===== config.mk =====
export PLATFORM = sky130hd
export DESIGN_NAME = div_scan_ctrl
export DESIGN_NICKNAME = d
export VERILOG_FILES = /design/src/rtl/div_pkg.sv /design/src/rtl/div_check.sv /design/src/rtl/div_scan_ctrl.sv
export SDC_FILE = /design/constraint.sdc
export NUM_CORES = 1
export LEC_CHECK = 0
export BUFFER_PORTS_ARGS = -buffer_cell sky130_fd_sc_hd__buf_4
export CAP_MARGIN = 30
export CORE_MARGIN = 4
export CORE_UTILIZATION = 62
export CTS_CLUSTER_DIAMETER = 100
export DETAILED_ROUTE_END_ITERATION = 7
export PLACE_DENSITY_LB_ADDON = 0.08
export SETUP_SLACK_MARGIN = 0.05
export SYNTH_ARGS = -nofsm -noshare
export SYNTH_HDL_FRONTEND = slang
export SYNTH_SLANG_ARGS = --single-unit

===== constraint.sdc =====
create_clock -name clk -period 11.9 [get_ports clk]
set_input_delay 1.785 -clock clk [delete_from_list [all_inputs] [get_ports clk]]
set_output_delay 1.785 -clock clk [all_outputs]
set_load 0.01 [all_outputs]

===== src/rtl/div_pkg.sv =====
// div_pkg: shared types and constants for the divisor scan sequencer.
// Select k tests divisor k+2.
package div_pkg;

    typedef enum logic [1:0] {
        IDLE,
        SCAN,
        DONE
    } state_e;

    localparam logic [2:0] SEL_D2 = 3'd0;
    localparam logic [2:0] SEL_D3 = 3'd1;
    localparam logic [2:0] SEL_D4 = 3'd2;
    localparam logic [2:0] SEL_D5 = 3'd3;
    localparam logic [2:0] SEL_D6 = 3'd4;
    localparam logic [2:0] SEL_D7 = 3'd5;
    localparam logic [2:0] SEL_D8 = 3'd6;
    localparam logic [2:0] SEL_D9 = 3'd7;

    // odd A cannot divide by 4, 6, 8; A not a multiple of 3 cannot by 6, 9
    localparam logic [7:0] SKIP_IF_ODD  = 8'b0101_0100;
    localparam logic [7:0] SKIP_IF_NOT3 = 8'b1001_0000;

endpackage


===== src/rtl/div_check.sv =====
// div_check: combinational 5-bit divisibility test.
// Powers of two report 1 for A=0, the other divisors report 0.
module div_check
    import div_pkg::*;
(
    input  logic [4:0] a_i,
    input  logic [2:0] sel_i,
    output logic       out_o
);

    logic nz;
    assign nz = (a_i != 5'd0);

    // Divisibility of a_i by the divisor chosen with sel_i
    always_comb begin
        out_o = 1'b0;
        case (sel_i)
            SEL_D2:  out_o = (a_i[0] == 1'b0);
            SEL_D3:  out_o = nz && ((a_i % 5'd3) == 5'd0);
            SEL_D4:  out_o = (a_i[1:0] == 2'b00);
            SEL_D5:  out_o = nz && ((a_i % 5'd5) == 5'd0);
            SEL_D6:  out_o = nz && ((a_i % 5'd6) == 5'd0);
            SEL_D7:  out_o = nz && ((a_i % 5'd7) == 5'd0);
            SEL_D8:  out_o = (a_i[2:0] == 3'b000);
            SEL_D9:  out_o = nz && ((a_i % 5'd9) == 5'd0);
            default: out_o = 1'b0;
        endcase
    end

endmodule


===== src/rtl/div_scan_ctrl.sv =====
// div_scan_ctrl: scans all divisor selects for one operand and returns
// the divisor mask and count over valid/ready handshakes.
module div_scan_ctrl
    import div_pkg::*;
#(
    parameter bit SKIP_EN = 1'b1
) (
    input  logic       clk,
    input  logic       rst_n,
    input  logic       in_valid,
    output logic       in_ready,
    input  logic [4:0] in_data,
    output logic       out_valid,
    input  logic       out_ready,
    output logic [7:0] out_mask,
    output logic [3:0] out_count,
    output logic [4:0] out_value,
    output logic       busy
);

    state_e     state_q, state_d;
    logic [4:0] a_q, a_d;
    logic [2:0] sel_q, sel_d;
    logic [7:0] mask_q, mask_d;
    logic [3:0] cnt_q, cnt_d;

    logic       chk;
    logic [7:0] cap;
    logic [7:0] skip;
    logic [7:0] rem;
    logic [2:0] nxt_sel;

    div_check u_check (
        .a_i   (a_q),
        .sel_i (sel_q),
        .out_o (chk)
    );

    // Mask including this cycle's capture, and the selects still to visit
    always_comb begin
        cap  = mask_q | (8'(chk) << sel_q);
        skip = 8'h00;
        if (SKIP_EN) begin
            if (!cap[0]) skip = skip | SKIP_IF_ODD;
            if (!cap[1]) skip = skip | SKIP_IF_NOT3;
        end
        rem     = (8'hFE << sel_q) & ~skip;
        nxt_sel = sel_q;
        for (int i = 7; i >= 0; i--) begin
            if (rem[i]) nxt_sel = 3'(i);
        end
    end

    // State and datapath registers
    always_ff @(posedge clk) begin
        if (!rst_n) begin
            state_q <= IDLE;
            a_q     <= 5'd0;
            sel_q   <= 3'd0;
            mask_q  <= 8'h00;
            cnt_q   <= 4'd0;
        end else begin
            state_q <= state_d;
            a_q     <= a_d;
            sel_q   <= sel_d;
            mask_q  <= mask_d;
            cnt_q   <= cnt_d;
        end
    end

    // Next-state and datapath updates
    always_comb begin
        state_d = state_q;
        a_d     = a_q;
        sel_d   = sel_q;
        mask_d  = mask_q;
        cnt_d   = cnt_q;
        case (state_q)
            IDLE: begin
                if (in_valid) begin
                    state_d = SCAN;
                    a_d     = in_data;
                    sel_d   = SEL_D2;
                    mask_d  = 8'h00;
                    cnt_d   = 4'd0;
                end
            end
            SCAN: begin
                mask_d = cap;
                cnt_d  = cnt_q + 4'(chk);
                if (rem != 8'h00) sel_d = nxt_sel;
                else state_d = DONE;
            end
            DONE: begin
                if (out_ready) state_d = IDLE;
            end
            default: state_d = IDLE;
        endcase
    end

    assign in_ready  = (state_q == IDLE);
    assign out_valid = (state_q == DONE);
    assign busy      = (state_q == SCAN) || (state_q == DONE);
    assign out_mask  = mask_q;
    assign out_count = cnt_q;
    assign out_value = a_q;

endmodule


# --- After elaboration in Yosys (flattened, before gate mapping) ---
# Cells that the tools add are included.
totals:
  ff_bits: 22
  input_bits: 9
  output_inout_bits: 20
  elab_cells: 75
classes:
  addsub: 1
  n_div: 5
  eq_ne: 14
  n_shift: 2
  n_mux: 22
  bitwise: 4
  n_reduce_logical: 22
ops:
  columns: ["op", "n"]
  rows:
  - ["3-bit two-way mux", 10]
  - ["5-bit zero test", 5]
  - ["8-bit two-way mux", 2]
  - ["8-bit one-hot mux with 2 select lines", 1]
  - ["5-bit by 3-bit remainder unit with 5-bit output (second input constant)", 3]
  - ["3-bit == test (second input constant)", 4]
  - ["9-bit inequality test (second input constant)", 1]
  - ["8-bit AND", 1]
  - ["8-bit inverter", 1]
  - ["8-bit bitwise OR", 1]
  - ["1-bit one-hot mux with 8 select lines", 1]
  - ["4-bit one-hot mux with 2 select lines", 1]
  - ["8-bit nonzero test", 1]
  - ["1-bit by 3-bit << shifter with 8-bit output", 1]
  - ["8-bit by 3-bit << shifter with 8-bit output (first input constant)", 1]
  - ["7-bit two-way mux", 1]
  - ["3-bit by 2-bit == test with 1-bit output (second input constant)", 2]
  - ["3-bit zero test", 2]
  - ["2-bit two-way mux", 3]
  - ["2-bit inequality test (second input constant)", 3]
  - ["2-bit one-hot mux with 3 select lines", 1]
  - ["3-bit one-hot mux with 2 select lines", 1]
  - ["1-bit logical AND", 5]
  - ["5-bit by 2-bit remainder unit with 5-bit output (second input constant)", 1]
  - ["other kinds (15)", 17]

# --- Logic depth before layout (Yosys ltp) ---
depth:
  ltp_word: 20
  ltp_mapped: 24
  mapped_depth_nobuf: 19

# --- By module ---
# A second synthesis with hierarchy kept.
hier_totals:
  cells_unflattened: 343
  hier_area_um2: 2516.2
modules_own_cells:
  columns: ["module", "instances", "cells_each", "area_per_inst_um2"]
  rows:
  - ["div_check", 1, 222, 1467.7]
  - ["div_scan_ctrl", 1, 121, 1048.5]

# --- Worst setup path after synthesis ---
# Ideal clock, no wire load.
synth_timing:
  path_kind: "reg-to-reg"
  startpoint: "register a_q[3] (netlist: out_value[3])"
  endpoint: "register cnt_q[1] (netlist: out_count[1])"
  setup_time_ns: 0.118
  t_arrival_ns: 4.816
  path_slack_ns: 6.966
  stages_incl_launch_ff: 21
  path_buffers: 4
  synth_period_minus_slack_ns: 4.934
  cell_sequence: "dfxtp_1 buf_2 buf_2 buf_2 clkbuf_1 ha_1 and2_1 mux4_2 a211o_1 o21a_2 xnor2_1 ha_1 or4_1 o221ai_1 mux2i_1 or4b_4 a211oi_1 ha_1 ha_1 a32oi_1 nor2b_1"
synth_between:
  elab_chain_len: 6
synth_rtl:
  columns: ["element", "line", "rtl"]
  rows:
  - ["from (decl)", "div_scan_ctrl.sv:22", "logic [4:0] a_q, a_d;"]
  - ["from (signal assigned)", "div_scan_ctrl.sv:58", "a_q <= 5'd0;"]
  - ["from (signal assigned)", "div_scan_ctrl.sv:64", "a_q <= a_d;"]
  - ["5-bit by 4-bit remainder unit with 5-bit output (tied with other cells)", "div_check.sv:25", "SEL_D9: out_o = nz && ((a_i % 5'd9) == 5'd0);"]
  - ["5-bit zero test (on tied branches)", null, null]
  - ["1-bit logical AND (on tied branches)", null, null]
  - ["1-bit one-hot mux with 8 select lines (*)", "div_check.sv:17", "case (sel_i)"]
  - ["4-bit by 1-bit adder with 4-bit output (*)", "div_scan_ctrl.sv:90", "cnt_d = cnt_q + 4'(chk);"]
  - ["4-bit one-hot mux with 2 select lines (*)", "div_scan_ctrl.sv:78", "case (state_q)"]
  - ["to (signal assigned)", "div_scan_ctrl.sv:67", "cnt_q <= cnt_d;"]
  - ["to (decl)", "div_scan_ctrl.sv:25", "logic [3:0] cnt_q, cnt_d;"]
# Mark *: on every way between the ends. The rest lies on a longest branch, timed or not.
# A chain may end at the register's enable or synchronous reset.

# --- Final worst setup path ---
layout_timing:
  startpoint: "register a_q[1] (netlist: out_value[1])"
  endpoint: "register cnt_q[1] (netlist: out_count[1])"
# The elaborated chain is that of the path after synthesis.

==> flow_metrics.py <==
metrics = {
    "placement": {
        "place.gp.congestion": 0.907,
        "hpwl_um": 4440,
        "pre_cts_slack_ns": 6.96,
        "numPortBuffers": 28,
        "dpl_cell_area_um2": 2650,
        "dp.cells": 384,
    },
    "critical_path": {
        "cp_data_arrival_time_ns": 5.18,
        "slowest_delay_ns": 0.77,
        "path_cells": "clkinv_1 > ha_1 > nor2_1 > nor4_1 > and2_1 > o21a_2 > xnor2_1 > ha_1 > or4_1 > o221ai_1 > mux2i_1 > or4b_4 > a211oi_1 > ha_1 > ha_1 > a32oi_1 > nor2b_1",
        "cpMostUsedCell": "ha_1",
        "cp-start-kind": "flip-flop",
        "rrSetupSlack_ns": 6.88,
        "slowest_stage": "nor2_1",
        "worstPathMaxFanout": 15,
        "end_kind": "flip-flop",
        "worstSetupPathType": "flip-flop to flip-flop",
        "required_ns": 12.05,
    },
    "logic_synthesis": {
        "synth.yosys.seq_area_share_pct": 17.7,
        "synth_edf_count": 0,
        "synth_compound_area_share_pct": 31.9,
        "muxShareOfSynthArea_pct": 5.03,
        "synthAdderAreaFrac_pct": 8.54,
        "synthFlopType": "dfxtp_1",
        "synth.distinct_cells": 67,
        "syn_nets": 358,
        "synth_top_family_by_area": "compound AO/OA/AOI/OAI gates",
        "yosysTopAreaCell": "dfxtp_1",
        "ys_warn_count": 0,
        "syn_area_per_cell_um2": 7.50,
        "yosys-top-cells-area": "dfxtp_1 18%, ha_1 8.5%, nand2_1 4.2%, a21oi_1 4.0%, a211oi_1 3.6%",
        "yosys.area_share.xor_xnor_pct": 2.11,
        "synthSimpleGateAreaFrac_pct": 26.7,
        "synth_area_um2": 2490,
        "synthArstFlopShare_pct": 0,
        "synth_cells": 332,
        "yosys.area.top_type_share_pct": 17.7,
        "ys_ff_latch": 22,
    },
    "power_and_ir_drop": {
        "max-vdd-ir-drop_mv": 0.126,
        "power.switching_w": 0.000194,
        "p_comb_share_pct": 65.1,
        "p_int_w": 0.000211,
        "p_per_area_nw_per_um2": 150,
        "p_leak_nw": 1.03,
        "p_clk_share_pct": 11.2,
        "p_sw_share_pct": 47.9,
        "p_total_w": 0.000404,
        "seq_power_share_pct": 23.7,
    },
    "drt": {
        "vias": 2554,
        "finalWirelength_um": 6170,
        "dr.pass1.iters": 5,
        "wl_per_cell_um": 15.9,
        "avgViaCountPerCell": 6.60,
        "route.detailed.drc": 0,
        "drt_iter0_markers": 334,
        "ant_nets": 0,
    },
    "timing": {
        "min_period_over_period_pct": 42.2,
        "setup_viol": 0,
        "skew_ns": 0.00168,
        "layout_setup_ws_ns": 6.88,
        "fmax_mhz": 199,
        "grt_setup_unrepaired": "no",
        "fin_crit_ns": 5.02,
        "relSlewSlack_pct": 35.8,
        "slew_viol_final": 0,
        "setup_tns_ns": 0,
        "worst_pin_slew_ns": 0.959,
        "hold_viol": 0,
    },
    "floorplanning": {
        "fp.dieH_um": 71.4,
        "initial_core_util_pct": 66.0,
        "rows": 22,
        "core_um2": 3770,
        "die-area_um2": 5090,
        "die-width_um": 71.4,
        "ios": 29,
    },
    "final_layout": {
        "area_growth_pct": 7.99,
        "final_common_cell": "buf_4",
        "multi_input_area_um2": 1850,
        "nFillCells": 316,
        "fin_cells": 387,
        "nNetsFinal": 367,
        "final_cell_mix": "33 x buf_4, 28 x nand2_1, 22 x dfxtp_1",
        "drive_gt1_share_pct": 15.3,
        "seqCellArea_um2": 440,
        "final_area_um2": 2690,
        "antenna_cells": 0,
    },
    "clock_network": {
        "clockBufferDepth": 2,
        "htree_num_levels": 1,
        "cts_setup_buffers": 0,
        "clock_sinks": 22,
        "clk_pin_slew_ns": 0.07,
        "clk_latency_ns": 0.26,
        "root_buffer": "clkbuf_8",
        "hold_buffers": 0,
        "cts_buffers": 3,
        "cts_tree": "built",
        "post_cts_resized": 0,
    },
    "grt": {
        "gr-total-overflow": 0,
        "grt_pass1_wl_um": 10400,
        "antenna_found_initial": 0,
        "grt_pass1_vias": 2227,
        "grt_max_degree": 36,
        "grt_use_total_pct": 24.2,
    },
    "hold_path": {
        "hp-class": "flip-flop to flip-flop",
    },
    "flow_run": {
        "drv_cap": 0,
    },
    "outcome": {
        "outcome": "completed",
    },
}
stage by stage:
step	utilization [%]	hold slack (ns)
3_5_place_dp	70.2	0.437
3_3_place_gp	70.2	0.439
5_1_grt	71.3	0.482
4_1_cts	71.3	0.460
2_1_floorplan	-	0.479
6_report	71.3	0.455
worst paths after layout:
kind | start | endpoint | cells past startpoint
setup / recovery | out_value[1] | out_count[1] | 17
hold reg to reg | out_mask[3] | out_mask[3] | 2
setup reg to reg | out_value[1] | out_count[1] | 17
hold / removal | out_mask[3] | out_mask[3] | 2
cell families after synthesis:
group	count (synthesis)
and+or+nand+nor	124
AOI/OAI and AO/OA	110
buffers and inverters	42
DFF	22
adders and majority gates	17
muxes	11
xor gates and xnor gates	6
per-layer routing:
| layer | wire (um) | share of wire (%) | GRT usage (%) | vias up |
|---|---|---|---|---|
| met5 | 0 | 0 | 0 | - |
| met4 | 44 | 0.71 | 4.38 | 0 |
| met3 | 554 | 9.0 | 3.93 | 4 |
| met2 | 2750 | 45 | 37.8 | 127 |
| met1 | 2820 | 46 | 35.3 | 1164 |
| li1 | - | - | - | 1259 |
cell usage after synthesis (all sizes together), types with 3 or more instances:
| library cell | instances |
|---|---|
| or4 | 3 |
| nor2 | 21 |
| o2111ai | 3 |
| o21a | 5 |
| inv | 11 |
| nand2b | 11 |
| nand3b | 4 |
| nor4 | 4 |
| nor3 | 7 |
| a21oi | 20 |
| o311a | 3 |
| and3 | 4 |
| o31ai | 8 |
| clkbuf | 12 |
| o21ai | 11 |
| nand3 | 10 |
| and2 | 6 |
| a21o | 3 |
| or2 | 5 |
| a21boi | 5 |
| o211ai | 10 |
| nand2 | 28 |
| buf | 17 |
| ha | 17 |
| a211o | 3 |
| nor2b | 9 |
| a31oi | 7 |
| mux2i | 8 |
| dfxtp | 22 |
| a211oi | 12 |
| xor2 | 4 |
layout make-up:
type                    count  share of cell area (%)
multi-input cells         268                    68.8
flip-flops and latches     22                    16.4
repair buffers             33                    9.21
well taps                  48                    2.23
inverters                  13                    1.81
clock buffers               3                    1.54
critical path, delay by kind of cell, from the launching register on:
family                     cells  cell delay [ns]
buffers and inverters          1             0.24
muxes                          1             0.09
and+or+nand+nor                6             2.26
adders and majority gates      4             1.10
xor gates and xnor gates       1             0.12
AOI/OAI and AO/OA              4             0.76
DFF                            1             0.33
state kept, by name (all words and copies together) (netlist names):
register / flops
out_mask: 8
out_value: 5
out_count: 4
sel_q: 3
state_q: 2
power by group through the flow:
stage	Clock, W	Combinational, W	Sequential [W]
after floorplan	0	0.000201	0.0000968
after global placement	0	0.000253	0.0000969
after CTS	0.0000467	0.000259	0.0000953
after detailed placement	0	0.000256	0.0000970
after global routing	0.0000488	0.000292	0.0000968
final	0.0000453	0.000263	0.0000956
Power figures use the tool's default switching activity.
